$ cat config.mk
export PLATFORM = sky130hd
export DESIGN_NAME = mem_arbiter
export DESIGN_NICKNAME = d
export VERILOG_FILES = /design/src/rtl/mem_arb_pkg.sv /design/src/rtl/mem_arbiter.sv
export SDC_FILE = /design/constraint.sdc
export NUM_CORES = 1
export LEC_CHECK = 0
export CORE_AREA = 2 2 444 446
export DETAILED_ROUTE_END_ITERATION = 8
export DIE_AREA = 0 0 446 448
export HOLD_SLACK_MARGIN = 0.05
export SKIP_LAST_GASP = 1
export SYNTH_ARGS = -nofsm -noshare
export SYNTH_HDL_FRONTEND = slang
export SYNTH_SLANG_ARGS = --single-unit
export TNS_END_PERCENT = 100
$ cat constraint.sdc
create_clock -name clk_i -period 3.2 [get_ports clk_i]
set_clock_uncertainty 0.1 [all_clocks]
set_input_delay 0.32 -clock clk_i [delete_from_list [all_inputs] [get_ports clk_i]]
set_output_delay 0.32 -clock clk_i [all_outputs]
set_load 0.005 [all_outputs]
$ cat src/rtl/mem_arb_pkg.sv
// Shared types and defaults for the memory arbiter (state, owner, request payload).
package mem_arb_pkg;

  localparam int unsigned LINE_W_DEF = 256;
  localparam int unsigned ADDR_W     = 32;

  typedef enum logic [1:0] {
    ST_IDLE = 2'd0,
    ST_BUSY = 2'd1,
    ST_GAP  = 2'd2
  } arb_state_e;

  typedef enum logic {
    OWN_I = 1'b0,
    OWN_D = 1'b1
  } arb_owner_e;

  typedef struct packed {
    arb_owner_e        owner;
    logic              write;
    logic [ADDR_W-1:0] addr;
  } arb_req_t;

  // The side that did not win the previous grant.
  function automatic arb_owner_e other_side(input arb_owner_e last);
    return (last == OWN_I) ? OWN_D : OWN_I;
  endfunction

endpackage

$ cat src/rtl/mem_arbiter.sv
// Two-requester (icache / dcache) arbiter in front of a single-port line memory.
// Define MEM_ARB_RR_EN for round-robin tie-breaking; default is fixed dcache priority.
module mem_arbiter
  import mem_arb_pkg::*;
#(
  parameter int unsigned LINE_W = LINE_W_DEF
) (
  input  logic              clk_i,
  input  logic              rst_i,
  input  logic              i_req_i,
  input  logic [31:0]       i_addr_i,
  output logic              i_ack_o,
  input  logic              d_req_i,
  input  logic              d_write_i,
  input  logic [31:0]       d_addr_i,
  input  logic [LINE_W-1:0] d_data_i,
  output logic              d_ack_o,
  output logic [LINE_W-1:0] rd_data_o,
  output logic              mem_enable_o,
  output logic              mem_write_o,
  output logic [31:0]       mem_addr_o,
  output logic [LINE_W-1:0] mem_data_o,
  input  logic [LINE_W-1:0] mem_data_i,
  input  logic              mem_ack_i
);

  arb_state_e        r_state;
  arb_state_e        w_state_nxt;
  arb_req_t          r_req;
  logic [LINE_W-1:0] r_data;
  logic              w_any_req;
  logic              w_grant_d;
  logic              w_mem_done;

  assign w_any_req  = i_req_i | d_req_i;
  assign w_mem_done = (r_state == ST_BUSY) & mem_ack_i;

`ifdef MEM_ARB_RR_EN
  arb_owner_e r_last;

  // On a tie, serve whichever side did not win last time.
  assign w_grant_d = d_req_i & (~i_req_i | (other_side(r_last) == OWN_D));

  always_ff @(posedge clk_i or negedge rst_i) begin
    if (!rst_i) begin
      r_last <= OWN_I;
    end else if ((r_state == ST_IDLE) && w_any_req) begin
      r_last <= w_grant_d ? OWN_D : OWN_I;
    end
  end
`else
  assign w_grant_d = d_req_i;
`endif

  always_ff @(posedge clk_i or negedge rst_i) begin
    if (!rst_i) begin
      r_state <= ST_IDLE;
    end else begin
      r_state <= w_state_nxt;
    end
  end

  always_comb begin
    w_state_nxt = r_state;
    unique case (r_state)
      ST_IDLE: if (w_any_req) w_state_nxt = ST_BUSY;
      ST_BUSY: if (mem_ack_i) w_state_nxt = ST_GAP;
      ST_GAP:  w_state_nxt = ST_IDLE;
      default: w_state_nxt = ST_IDLE;
    endcase
  end

  // Latch the winning request; memory side is driven only from these copies.
  always_ff @(posedge clk_i or negedge rst_i) begin
    if (!rst_i) begin
      r_req  <= '0;
      r_data <= '0;
    end else if ((r_state == ST_IDLE) && w_any_req) begin
      r_req.owner <= w_grant_d ? OWN_D : OWN_I;
      r_req.write <= w_grant_d & d_write_i;
      r_req.addr  <= w_grant_d ? d_addr_i : i_addr_i;
      r_data      <= w_grant_d ? d_data_i : '0;
    end
  end

  always_comb begin
    mem_enable_o = 1'b0;
    mem_write_o  = 1'b0;
    i_ack_o      = 1'b0;
    d_ack_o      = 1'b0;
    rd_data_o    = '0;
    mem_addr_o   = r_req.addr;
    mem_data_o   = r_data;
    if (r_state == ST_BUSY) begin
      mem_enable_o = 1'b1;
      mem_write_o  = r_req.write & (r_req.owner == OWN_D);
    end
    if (w_mem_done) begin
      i_ack_o   = (r_req.owner == OWN_I);
      d_ack_o   = (r_req.owner == OWN_D);
      rd_data_o = mem_data_i;
    end
  end

endmodule

### Word-level counts from Yosys, hierarchy flattened

Cells that the tools add are included.
W data, S select, Z words.

| storage, ports and cells | value |
|---|---|
| output and inout bits | 548 |
| register bits after elaboration | 292 |
| logic and storage cells | 27 |

| cells by class | value |
|---|---|
| bitwise operators | 5 |
| muxes and demuxes | 11 |
| reduce and logical (&&, ||, !) cells | 3 |
| equality and inequality tests | 3 |

Operators by type and width:

| kind | count |
|---|---|
| $mux W256 | 2 |
| $mux W32 | 1 |
| $mux W1 | 5 |
| $mux W2 | 2 |
| $ne A2 B2 Y1 const B | 2 |
| $pmux W2 S2 | 1 |
| $and A1 B1 Y1 | 3 |
| $eq A2 B1 Y1 const B | 1 |
| $logic_not A2 Y1 | 1 |
| $reduce_and A2 Y1 | 1 |
| $logic_and A1 B1 Y1 | 1 |
| $not A1 Y1 | 1 |
| $or A1 B1 Y1 | 1 |

### Logic depth before layout (Yosys ltp)

Gate-level depths: netlist of run 1.

| logic depth | value |
|---|---|
| depth in word-level cells | 3 |
| mapped depth | 6 |
| gate-level depth less buffers | 3 |

### Least setup slack after synthesis of run 1

OpenSTA, ideal clock, no wires.

| timing path | value |
|---|---|
| path kind | reg-to-output |
| start | reg r_state[1] |
| end | out rd_data_o[247] |
| stages on the path, launching flop included | 6 |
| data arrival time | 1.108 ns |
| slack | 1.672 ns |
| path buffers | 3 |
| path through | dfrtp_1 > nor2b_1 > buf_2 > buf_2 > buf_2 > and3_1 |

| between the ends | value |
|---|---|
| word-level cells in the longest chain between the ends | 3 |

RTL lines:

| what | RTL line | text |
|---|---|---|
| from (decl) | mem_arbiter.sv:27 | `arb_state_e r_state;` |
| from (signal assigned) | mem_arbiter.sv:59 | `r_state <= w_state_nxt;` |
| $eq A2 B1 Y1 | mem_arbiter.sv:36 | `assign w_mem_done = (r_state == ST_BUSY) & mem_ack_i;` |
| $and A1 B1 Y1 | mem_arbiter.sv:36 |  |
| $mux W256 | mem_arbiter.sv:98 | `if (w_mem_done) begin` |
| to (decl) | mem_arbiter.sv:18 | `output logic [LINE_W-1:0] rd_data_o,` |

No other way between the ends.

### Worst setup path in the final report of run 1

| timing path | value |
|---|---|
| start | reg r_state[1] |
| end | out rd_data_o[117] |

The elaborated chain is that of the path after synthesis.

==> impl_metrics.env, run 1 <==
export IMPL_grt_first_pass_wirelength_mm=168
export IMPL_final_cell_area_um2=28500
export IMPL_hold_path_class="in2reg"
export IMPL_post_dp_cell_area_um2=26800
export IMPL_wirelength_mm=140
export IMPL_status="finished clean"
export IMPL_r2r_slack_ps=1230
export IMPL_die_area_um2=200000
export IMPL_wire_per_inst_um=29.6
export IMPL_synth_nets=1617
export IMPL_cp_slowest_cell="clkdlybuf4s50_1"
export IMPL_arrival_ps=2570
export IMPL_die_h_um=448
export IMPL_cp_max_fo=90
export IMPL_crit_start="r_state[1]"
export IMPL_path_class="reg2out"
export IMPL_r2r_end="mem_data_o[248]"
export IMPL_leakage_nw=11.6
export IMPL_clkSinkCount=292
export IMPL_dr_total_vias=14600
export IMPL_max_stage_delay_ps=590
export IMPL_clock_latency_ps=620
export IMPL_grt_start_max_net_pins=142
export IMPL_rsz0062_at_grt="false"
export IMPL_place_congestion=0.922
export IMPL_timing_fmax_mhz=335
export IMPL_power_density_nw_per_um2=847
export IMPL_core_area_um2=195000
export IMPL_period_share=0.934
export IMPL_synthCells=1035
export IMPL_ys_warn_count=0
export IMPL_drt_iter0_markers=1055
export IMPL_r2r_start="r_state[1]"
export IMPL_numCtsBuffers=42
export IMPL_worst_path_stages=5
export IMPL_antenna_left=0
export IMPL_first_pass_iters=5
export IMPL_min_delay_start="d_data_i[146]"
export IMPL_grt_usage=0.133
export IMPL_crit_family="buffers and inverters"
export IMPL_num_rows=162
export IMPL_clkTransAtPathRegs_ps=60
export IMPL_vdd_ir_drop_max_mv=0.453
export IMPL_syn_cell_area_um2=13000
export IMPL_start_util=0.0667
export IMPL_synth_seq_area_share=0.563
export IMPL_portBuffers=1129
export IMPL_syn_to_final_growth_pct=120
export IMPL_grt_ovfl_total=0
export IMPL_crit_end="rd_data_o[117]"
export IMPL_cts_tree="built"
export IMPL_drv_cap=0
export IMPL_crit_buf_inv=3
export IMPL_avgSynthCellArea_um2=12.5
export IMPL_utilization=0.147
export IMPL_worstMarginPinSlew_ps=742
export IMPL_synth_cell_types=16
export IMPL_final_nets=2667
export IMPL_finalSetupTns_ps=0
export IMPL_setup_viol=0
export IMPL_rr_worst_depth=4
export IMPL_slew_violations=0
export IMPL_antenna_found_initial=242
export IMPL_grt_pass1_vias=14000
export IMPL_start_kind="flop"
export IMPL_path_cells="nor2b_4, buf_4, buf_12, and3_1, clkdlybuf4s50_1"
export IMPL_drive_above_1_share=0.0751
export IMPL_die_w_um=446
export IMPL_ys_seq_elements=292
export IMPL_slew_headroom=0.505
export IMPL_end_kind="primary output"
export IMPL_dp_final_hpwl_mm=120
export IMPL_via_per_inst=3.09
export IMPL_final_hold_viol_count=0
export IMPL_cts_buffer_depth=3
export IMPL_min_period_ps=2990
export IMPL_htree_levels=2
export IMPL_drc=0
export IMPL_io_pins=1130
export IMPL_clockRootBuffer="clkbuf_16"
export IMPL_cp_required_ps=2780
-- worst reg2reg max path: cells and delay by family (launching register included) --
family | cells | cell delay [ps]
AO/OA/AOI/OAI | 1 | 200
AND/OR/NAND/NOR | 2 | 720
buffers and inverters | 1 | 490
flip-flops | 1 | 410
-- what timing repair did --
action	in CTS	in global routing
hold buffers	2	0
setup endpoints to repair	0	16
setup buffers	0	3
resized for setup	0	0
endpoints found under the hold margin	75	0
-- metal layers --
layer	GRT usage	vias to the layer above	wire, µm
met2	0.224	1218	66900
met5	0	-	41
met3	0.0887	443	21600
li1	-	6031	-
met1	0.129	6853	45500
met4	0.0453	6	5510
-- metrics by stage --
stage	hold slack, ps	setup WS [ps]	std cells	total power, mW
floorplan	-75.6	1670	1035	10.6
global placement	275	834	4577	18.7
detailed placement	279	799	4577	18.8
CTS	115	72.4	4656	24.4
global route	148	72.1	4680	25.6
finish	179	213	4707	24.2
-- registers in the layout, summed over array words and instances (netlist names) --
register / count
r_state: 2
mem_data_o: 256
r_req: 2
mem_addr_o: 32
-- Yosys cell counts, drive strengths merged --
cell / n / area share
mux2: 64 / 0.056
nor2: 1 / 0.00029
a22o: 257 / 0.17
clkbuf: 35 / 0.010
o21ai: 2 / 0.0011
inv: 1 / 0.00029
and3: 258 / 0.12
dfrtp: 292 / 0.56
nor2b: 2 / 0.00096
and2: 2 / 0.00096
a21o: 1 / 0.00058
buf: 120 / 0.069
-- logic make-up (layout without fill, tap and decap cells) --
logic type | Yosys count | after routing | synth area share
AND/OR/NAND/NOR | 263 | 263 | 0.127
buffers and inverters | 156 | 1239 | 0.0796
other | 0 | 47 | 0
flip-flops | 292 | 292 | 0.563
multiplexers | 64 | 64 | 0.0555
AO/OA/AOI/OAI | 260 | 260 | 0.175
-- area by class of cell --
class	instances	area (µm²)
timing repair buffer	1161	11700
tap	2542	3180
antenna	47	118
multi-input combinational	587	4650
clock inverter	20	372
fill	21800	166000
inverter	1	3.75
sequential	292	7310
clock buffer	57	1150
-- worst min path at each step --
stage	cells past startpoint	to
2_1_floorplan	0	mem_addr_o[0]
3_3_place_gp	1	mem_data_o[255]
3_5_place_dp	1	mem_data_o[255]
4_1_cts	2	mem_data_o[146]
5_1_grt	2	mem_data_o[9]
6_report	2	mem_data_o[146]
-- report_power, final --
part           switching (mW)  internal, mW
clock network            2.11          3.13
registers                1.18          5.52
logic                    5.73          6.49
-- cell usage in the layout, fill, tap and decap left out --
cell type	instances
bufinv_16	7
clkbuf_8	5
inv_8	1
mux2_1	7
dfrtp_1	292
diode_2	47
clkdlybuf4s50_1	1126
and2_1	1
clkinv_2	1
nor2b_4	1
clkinv_16	2
inv_16	1
clkinvlp_4	4
buf_8	1
clkbuf_16	43
inv_1	1
o21ai_1	1
a21o_1	1
and3_1	258
clkbuf_1	11
clkinv_4	4
o21ai_4	1
buf_12	14
buf_4	16
dlygate4sd3_1	2
mux2_2	57
nor2_1	1
a22o_1	257
nor2b_1	1
and2_4	1
(Power assumes the default switching activity.)
==> run 2: changes to the inputs <==
--- a/config.mk
+++ b/config.mk
@@ -9,6 +9,8 @@
 export DETAILED_ROUTE_END_ITERATION = 8
 export DIE_AREA = 0 0 446 448
 export HOLD_SLACK_MARGIN = 0.05
+export MAX_ROUTING_LAYER = met4
+export PLACE_DENSITY_LB_ADDON = 0.12
 export SKIP_LAST_GASP = 1
 export SYNTH_ARGS = -nofsm -noshare
 export SYNTH_HDL_FRONTEND = slang
==> run 2 against run 1 <==
- via count shrank 3.1%
- global-route usage is 0.30 points higher
- worst setup slack got worse by 49 ps
- non-clock buffer count up 9
- flip-flop and latch count stayed put
- utilization is essentially flat
- wire length shrank 1.4%
- largest cell class unchanged
- highest routed layer is now met4
==> impl_metrics.env, run 2 (same netlist as run 1, synthesis figures left out) <==
export IMPL_status="finished clean"
export IMPL_cp_required_ps=2780
export IMPL_dp_cells=4587
export IMPL_dp_final_hpwl_mm=116
export IMPL_via_per_inst=3.00
export IMPL_end_kind="primary output"
export IMPL_rsz0062_at_grt="false"
export IMPL_first_pass_iters=4
export IMPL_num_rows=162
export IMPL_io_pins=1130
export IMPL_cts_tree="built"
export IMPL_layout_commonest_cell="clkdlybuf4s50_1"
export IMPL_drc=0
export IMPL_wirelength_mm=138
export IMPL_setup_viol=0
export IMPL_clkTransAtPathRegs_ps=60
export IMPL_largest_reg_flops=256
export IMPL_min_delay_start="d_req_i"
export IMPL_drv_cap=0
export IMPL_antenna_found_initial=75
export IMPL_die_w_um=446
export IMPL_slew_headroom=0.427
export IMPL_seqCellArea_um2=7310
export IMPL_portBuffers=1129
export IMPL_clockRootBuffer="clkbuf_16"
export IMPL_drt_iter0_markers=1034
export IMPL_fin_ws_ps=163
export IMPL_start_util=0.0667
export IMPL_fillers=21800
export IMPL_antenna_left=0
export IMPL_syn_to_final_growth_pct=119
export IMPL_min_period_ps=3040
export IMPL_cp_max_fo=66
export IMPL_grt_usage=0.136
export IMPL_wire_per_inst_um=29.3
export IMPL_worstMarginPinSlew_ps=856
export IMPL_grt_first_pass_wirelength_mm=171
export IMPL_place_congestion=0.949
export IMPL_grt_start_max_net_pins=120
export IMPL_power_density_nw_per_um2=813
export IMPL_numCtsBuffers=43
export IMPL_finalSetupTns_ps=0
export IMPL_hold_path_class="in2reg"
export IMPL_leakage_nw=11.6
export IMPL_crit_start="r_state[1]"
export IMPL_dp_slack_ps=632
export IMPL_vdd_ir_drop_max_mv=0.552
export IMPL_clkSinkCount=292
export IMPL_die_area_um2=200000
export IMPL_period_share=0.949
export IMPL_r2r_start="r_state[1]"
export IMPL_grt_pass1_vias=14700
export IMPL_drive_above_1_share=0.0795
export IMPL_start_kind="flop"
export IMPL_final_nets=2677
export IMPL_core_area_um2=195000
export IMPL_htree_levels=2
export IMPL_multiInputGateArea_um2=4650
export IMPL_die_h_um=448
export IMPL_timing_fmax_mhz=329
export IMPL_cts_buffer_depth=3
export IMPL_dr_total_vias=14100
export IMPL_arrival_ps=2620
export IMPL_clock_latency_ps=610
export IMPL_slew_violations=0
export IMPL_grt_ovfl_total=0
export IMPL_final_hold_viol_count=0
export IMPL_layout_cells_non_filler=4704
export IMPL_path_class="reg2out"
export IMPL_final_cell_mix="clkdlybuf4s50_1, dfrtp_1, and3_1"
export IMPL_power_total_mw=23.1
-- run 2: changes by cell type in the layout (fill, tap and decap cells not counted), sizes merged --
cell	delta
bufbuf	+1
buf	+10
diode	-12
clkbuf	+6
clkinvlp	-1
inv	-1
bufinv	-6
-- run 2: area by class of cell --
class	count	area share
well taps	2542	0.112
multi-input cells	587	0.164
repair buffers	1170	0.416
clock buffers	65	0.0453
flip-flops and latches	292	0.257
clock inverters	12	0.00378
inverters	1	0.000132
diodes	35	0.00308
-- run 2: worst max-delay path: stages, from the launching register on --
cell	delay, ps
dfrtp_1	410
nor2b_4	230
buf_12	250
buf_12	270
and3_1	210
clkdlybuf4s50_1	590
-- run 2: final timing paths --
path	end	slack (ps)	cells past startpoint
max	rd_data_o[246]	160	5
min	mem_addr_o[14]	120	3
max reg2reg	mem_data_o[81]	1000	6
min reg2reg	mem_addr_o[15]	400	1
max in group asynchronous	mem_data_o[135]	1870	3
min in group asynchronous	mem_data_o[51]	250	2
-- run 2: layer usage --
metal  up-vias  part of all wire  track usage
met1      7218              0.47        0.182
met2       711              0.44        0.201
met3       148             0.076       0.0400
met5         -                 0            -
li1       6022                 -            -
met4         0             0.016       0.0253
-- run 2: what timing repair did --
item	in CTS	in global routing
setup buffers	2	0
endpoints found under the hold margin	57	0
hold buffers	2	0
gates resized for setup	1	0
setup endpoints to repair	3	0
-- run 2: where the power goes --
part | switching (mW) | internal [mW]
sequential | 1.06 | 5.52
combinational | 5.12 | 6.54
clock | 2.03 | 2.85
total | 8.21 | 14.9
-- run 2: metrics by stage --
| step | utilization | hold WS [ps] | cell area, µm² |
|---|---|---|---|
| 2_1_floorplan | - | -75.6 | 13000 |
| 3_3_place_gp | 0.138 | 335 | 26900 |
| 3_5_place_dp | 0.138 | 332 | 26900 |
| 4_1_cts | 0.146 | 58.8 | 28400 |
| 5_1_grt | 0.146 | 105 | 28400 |
| 6_report | 0.146 | 124 | 28500 |
==> variant 1, RTL diff (settings of run 1) <==
The option `MEM_ARB_RR_EN` is turned on by a define.
--- a/src/rtl/mem_arbiter.sv
+++ b/src/rtl/mem_arbiter.sv
@@ -2,2 +2,4 @@
 // Define MEM_ARB_RR_EN for round-robin tie-breaking; default is fixed dcache priority.
+`define MEM_ARB_RR_EN
+
 module mem_arbiter
Function: no difference found for any inputs over 4 cycles, from zero or initial values and one cycle with rst_i low; that may be too few to reach the edited logic, so the function may still have changed.
==> variant 1 against run 1 <==
Count of clock-buffer cells in the layout unchanged; clock power shrank 7.6%; sequential cell count did not move; critical path depth unchanged; cell area fell by 0.54%; synthesized cell count unchanged; register-to-register slack got worse by 0.28 ns; total power is 4.0% higher; wire length grew 14%; non-clock buffer count grew 6; largest power group unchanged; first-iteration DRC count fell by 5.5%; synthesized area is 2.0% lower; setup slack got worse by 0.099 ns; sequential power up 2%.
==> variant 1: results (changes against run 1) <==
met1 GRT Util: 0.1443 (was 0.1295)
Async SR Flop Fraction: 1.000 (unchanged)
top post-synthesis cells by count: 292 x dfrtp_1, 258 x and3_1, 257 x a22o_1, 86 x clkbuf_1, 64 x mux2_2 (was 292 x dfrtp_1, 258 x and3_1, 257 x a22o_1, 57 x mux2_2, 51 x buf_2)
Total GRT Usage: 0.1519 (was 0.1327)
CTS Root Cell: clkbuf_16 (unchanged)
H-Tree Depth: 2 (unchanged)
status: completed (unchanged)
Main synth FF type: dfrtp_1 (unchanged)
Compound-Gate Fraction of Synth Area: 0.1792 (was 0.1751)
Worst-Margin Slew: 0.7121 ns (was 0.7423 ns)
drt pass-1 iters: 7 (was 5)
met3 Use GR: 0.08717 (was 0.08875)
Final Non-Filler Cells: 4699 (was 4707)
sequential-to-total area share from yosys stat: 0.5748 (was 0.5632)
VDD IR max: 0.0005158 V (was 0.0004533 V)
largest net degree at the start of global routing: 127 (was 142)
worst min-delay path class: in -> async (was in -> reg)
initial antenna violation count: 220 (was 242)
Yosys Warn Count: 0 (unchanged)
average wire per standard cell: 33.80 um (was 29.65 um)
worst skew pair latency: 0.61 ns
cell family with most CP delay: buffers and inverters (unchanged)
Post-Place Worst Slack: 0.3674 ns (was 0.7992 ns)
DRC: 0 (unchanged)
buffers added on ports: 1129 (unchanged)
clock buffer count from CTS: 41 (was 42)
drt initial violations: 997 (was 1055)
ranking of synthesized cells by area: dfrtp_1 57%, a22o_1 18%, and3_1 13% (was dfrtp_1 56%, a22o_1 17%, and3_1 12%)
layout cell share with drive strength beyond 1: 0.09665 (was 0.07507)
mux cell area share after synthesis: 0.05669 (was 0.05554)
syn avg cell area: 12.28 sq um (was 12.54 sq um)
Worst path max stage delay: 0.53 ns (was 0.59 ns)
first-pass GRT wire length: 189.8 mm (was 168.3 mm)
Worst Path Arrival: 2.67 ns (was 2.57 ns)
final net count: 2673 (was 2667)
Cell Count Post-Placement: 4585 (was 4577)
Vias: 14790 (was 14550)
Sw Ratio: 0.3993 (was 0.3732)
crit path max fanout: 126 (was 90)
Detailed Place HPWL: 140.7 mm (was 120.3 mm)
Pleak: 11.69 nW (was 11.60 nW)
adder-cell share of the synthesized area: 0 (unchanged)
gpl congestion: 0.9849 (was 0.9223)
M2 GR Usage: 0.2725 (was 0.2239)
variant 1: cell types whose count changed in the layout (fill, tap and decap cells not counted), sizes merged, moves of 2 or more:
cell | run 1 | this run
clkbuf | 59 | 57
bufinv | 7 | 4
buf | 31 | 74
clkinv | 7 | 4
inv | 3 | 5
clkdlybuf4s50 | 1126 | 1091
diode | 47 | 36
variant 1: final timing paths:
path,startpoint,end,slack [ns],cells after the start
worst min register to register,mem_addr_o[7],mem_addr_o[7],0.40,1
min in group clk_i,d_data_i[74],mem_data_o[74],0.21,2
max in group asynchronous,rst_i,mem_data_o[43],2.02,3
worst max register to register,r_state[1],mem_data_o[21],0.95,5
worst min-delay path,rst_i,mem_addr_o[1],0.09,2
worst max-delay path,r_state[0],rd_data_o[102],0.11,5
variant 1: metrics by stage:
step | utilization | area [sq um]
after detailed placement | 0.1379 | 26840
after global placement | 0.1379 | 26840
after floorplan | - | 12710
after global routing | 0.1456 | 28330
after CTS | 0.1453 | 28280
final | 0.1458 | 28370
variant 1: final cells by class:
class | count | area [sq um]
clock inverter | 16 | 230.2
fill | 21850 | 166200
sequential | 292 | 7307
multi-input combinational | 588 | 4671
inverter | 1 | 3.754
tap | 2542 | 3181
timing repair buffer | 1167 | 11730
clock buffer | 57 | 1157
antenna | 36 | 90.09
variant 1: cells by family after synthesis:
kind of cell	Yosys count
and+or+nand+nor	263
muxes	64
DFF	292
AOI/OAI and AO/OA	261
buffers and inverters	155
variant 1: metal layers:
layer	part of all wire	wire, um
met1	0.32	50630
met2	0.51	80720
met3	0.14	21490
met4	0.038	5973
met5	0.00014	23
variant 1: power groups by stage:
stage	combinational (mW)	sequential, mW	clock, mW
global route	14.4	7.06	5.16
CTS	13.7	6.83	5.02
detailed placement	13.5	6.84	0
finish	13.4	6.85	4.84
floorplan	3.81	6.68	0
global placement	13.5	6.78	0
variant 1: timing repair:
action / CTS / global route
buffers inserted: 3 / 0
hold endpoints to repair: 200 / 0
hold buffers: 2 / 0
setup endpoints to repair: 142 / 0
resized for setup: 0 / 0
==> variant 2, RTL diff (flow settings as in run 1) <==
Without the edit above. Encoding of `arb_state_e`: now one-hot (3 bits for 3 states).
--- a/src/rtl/mem_arb_pkg.sv
+++ b/src/rtl/mem_arb_pkg.sv
@@ -6,6 +6,6 @@
 
-  typedef enum logic [1:0] {
-    ST_IDLE = 2'd0,
-    ST_BUSY = 2'd1,
-    ST_GAP  = 2'd2
+  typedef enum logic [2:0] {
+    ST_IDLE = 3'b001,
+    ST_BUSY = 3'b010,
+    ST_GAP  = 3'b100
   } arb_state_e;
Function: no difference found for any inputs over 4 cycles, from zero or initial values and one cycle with rst_i low; so few cycles prove little.
==> variant 2 against run 1 <==
Cell area is 2.5% higher; synthesized area about the same; sequential power down 4.5%; sequential cell count up 1; setup slack got worse by 0.11 ns; total power shrank 4.9%; critical path depth is the same; wire length increased by 37%; critical path type unchanged.
==> variant 2: results (changes against run 1) <==
status: completed (unchanged)
# Post-CTS Setup Buffers: 1 (was 0)
fill count: 21730 (was 21820)
Cell Count Post-Placement: 4584 (was 4577)
sequential-to-total area share from yosys stat: 0.5655 (was 0.5632)
ranking of synthesized cells by area: dfrtp_1 56%, a22o_1 17%, and3_1 12% (unchanged)
final net count: 2672 (was 2667)
VDD IR max: 0.0004861 V (was 0.0004533 V)
Post-Place Worst Slack: 0.6154 ns (was 0.7992 ns)
buffers added on ports: 1129 (unchanged)
worst r2r src: r_state[0] (was r_state[1])
first-pass GRT wire length: 222.7 mm (was 168.3 mm)
metal3 WL: 24.53 mm (was 21.59 mm)
DRT Wirelength: 191.7 mm (was 139.6 mm)
Pleak: 12.04 nW (was 11.60 nW)
Unique masters post-synth: 19 (was 16)
largest net degree at the start of global routing: 85 (was 142)
Syn Nets: 1619 (was 1617)
final hold slack: 0.1805 ns (was 0.1786 ns)
Worst Path Arrival: 2.68 ns (was 2.57 ns)
Detailed Place HPWL: 170.4 mm (was 120.3 mm)
Total GRT Usage: 0.1835 (was 0.1327)
met2 WL post-DR: 95.71 mm (was 66.91 mm)
Worst path max stage delay: 0.75 ns (was 0.59 ns)
vias in the first global route: 14280 (was 14020)
post-CTS resize count: 1 (was 0)
Final Non-Filler Cells: 4694 (was 4707)
initial antenna violation count: 197 (was 242)
top post-synthesis cells by count: 292 x dfrtp_1, 258 x and3_1, 257 x a22o_1, 64 x mux2_2, 49 x buf_2 (was 292 x dfrtp_1, 258 x and3_1, 257 x a22o_1, 57 x mux2_2, 51 x buf_2)
via-per-instance ratio: 3.176 (was 3.091)
syn avg cell area: 12.50 sq um (was 12.54 sq um)
mux cell area share after synthesis: 0.05558 (was 0.05554)
gpl congestion: 0.9858 (was 0.9223)
wire length on met1: 66.12 mm (was 45.50 mm)
Rel. slew slack: 0.4676 (was 0.5051)
drt initial violations: 1351 (was 1055)
layout cell share with drive strength beyond 1: 0.1225 (was 0.07507)
worst min-delay path class: in -> async (was in -> reg)
Post-DP Area: 27670 sq um (was 26820 sq um)
R2R Path End: mem_data_o[25] (was mem_data_o[248])
M2 GR Usage: 0.3241 (was 0.2239)
Compound-Gate Fraction of Synth Area: 0.1758 (was 0.1751)
R2R Setup Slk: 0.93 ns (was 1.23 ns)
met1 GRT Util: 0.1875 (was 0.1295)
clock buffer count from CTS: 40 (was 42)
met3 Use GR: 0.1055 (was 0.08875)
crit path max fanout: 51 (was 90)
number of hold buffers added after CTS: 1 (was 2)
R2R depth: 5 (was 4)
==> variant 2: changes by cell type in the layout (fill, tap and decap cells not counted), moves of 2 or more <==
cell	before	now
buf_6	0	4
mux2_1	7	0
clkinv_2	1	6
diode_2	47	30
mux2_2	57	64
clkdlybuf4s50_1	1126	1041
buf_4	16	21
clkinv_4	4	1
buf_12	14	92
clkbuf_16	43	41
inv_6	0	2
clkbuf_1	11	6
bufinv_16	7	4
==> variant 2: cells by family after synthesis <==
logic type,Yosys count
flops,293
compound gates,261
simple gates,264
mux,64
buf+inv,155
==> variant 2: power breakdown <==
group / switching (mW) / total [mW] / leakage, nW / internal [mW]
clock network: 2.07 / 4.86 / 0.670 / 2.80
registers: 1.11 / 6.40 / 3.72 / 5.29
logic: 5.93 / 11.7 / 7.65 / 5.79
==> variant 2: final cells by class <==
| type | instances | area (sq um) | share of cell area |
|---|---|---|---|
| Tap cell | 2542 | 3181 | 0.1087 |
| Clock buffer | 51 | 1092 | 0.03735 |
| Sequential cell | 293 | 7333 | 0.2507 |
| Multi-Input combinational cell | 589 | 4679 | 0.1600 |
| Clock inverter | 23 | 302.8 | 0.01035 |
| Inverter | 1 | 3.754 | 0.0001283 |
| Timing Repair Buffer | 1165 | 12580 | 0.4301 |
| Antenna cell | 30 | 75.07 | 0.002567 |
==> variant 2: worst max path at each step <==
stage / startpoint / to / slack (ns) / depth (start not counted)
floorplan: r_state[0] / mem_addr_o[0] / 1.45 / 5
detailed placement: r_state[2] / rd_data_o[50] / 0.62 / 5
CTS: r_state[2] / rd_data_o[189] / -0.006 / 4
global route: r_state[2] / rd_data_o[212] / 0.05 / 6
global placement: r_state[2] / rd_data_o[50] / 0.58 / 5
finish: r_state[2] / rd_data_o[200] / 0.10 / 5
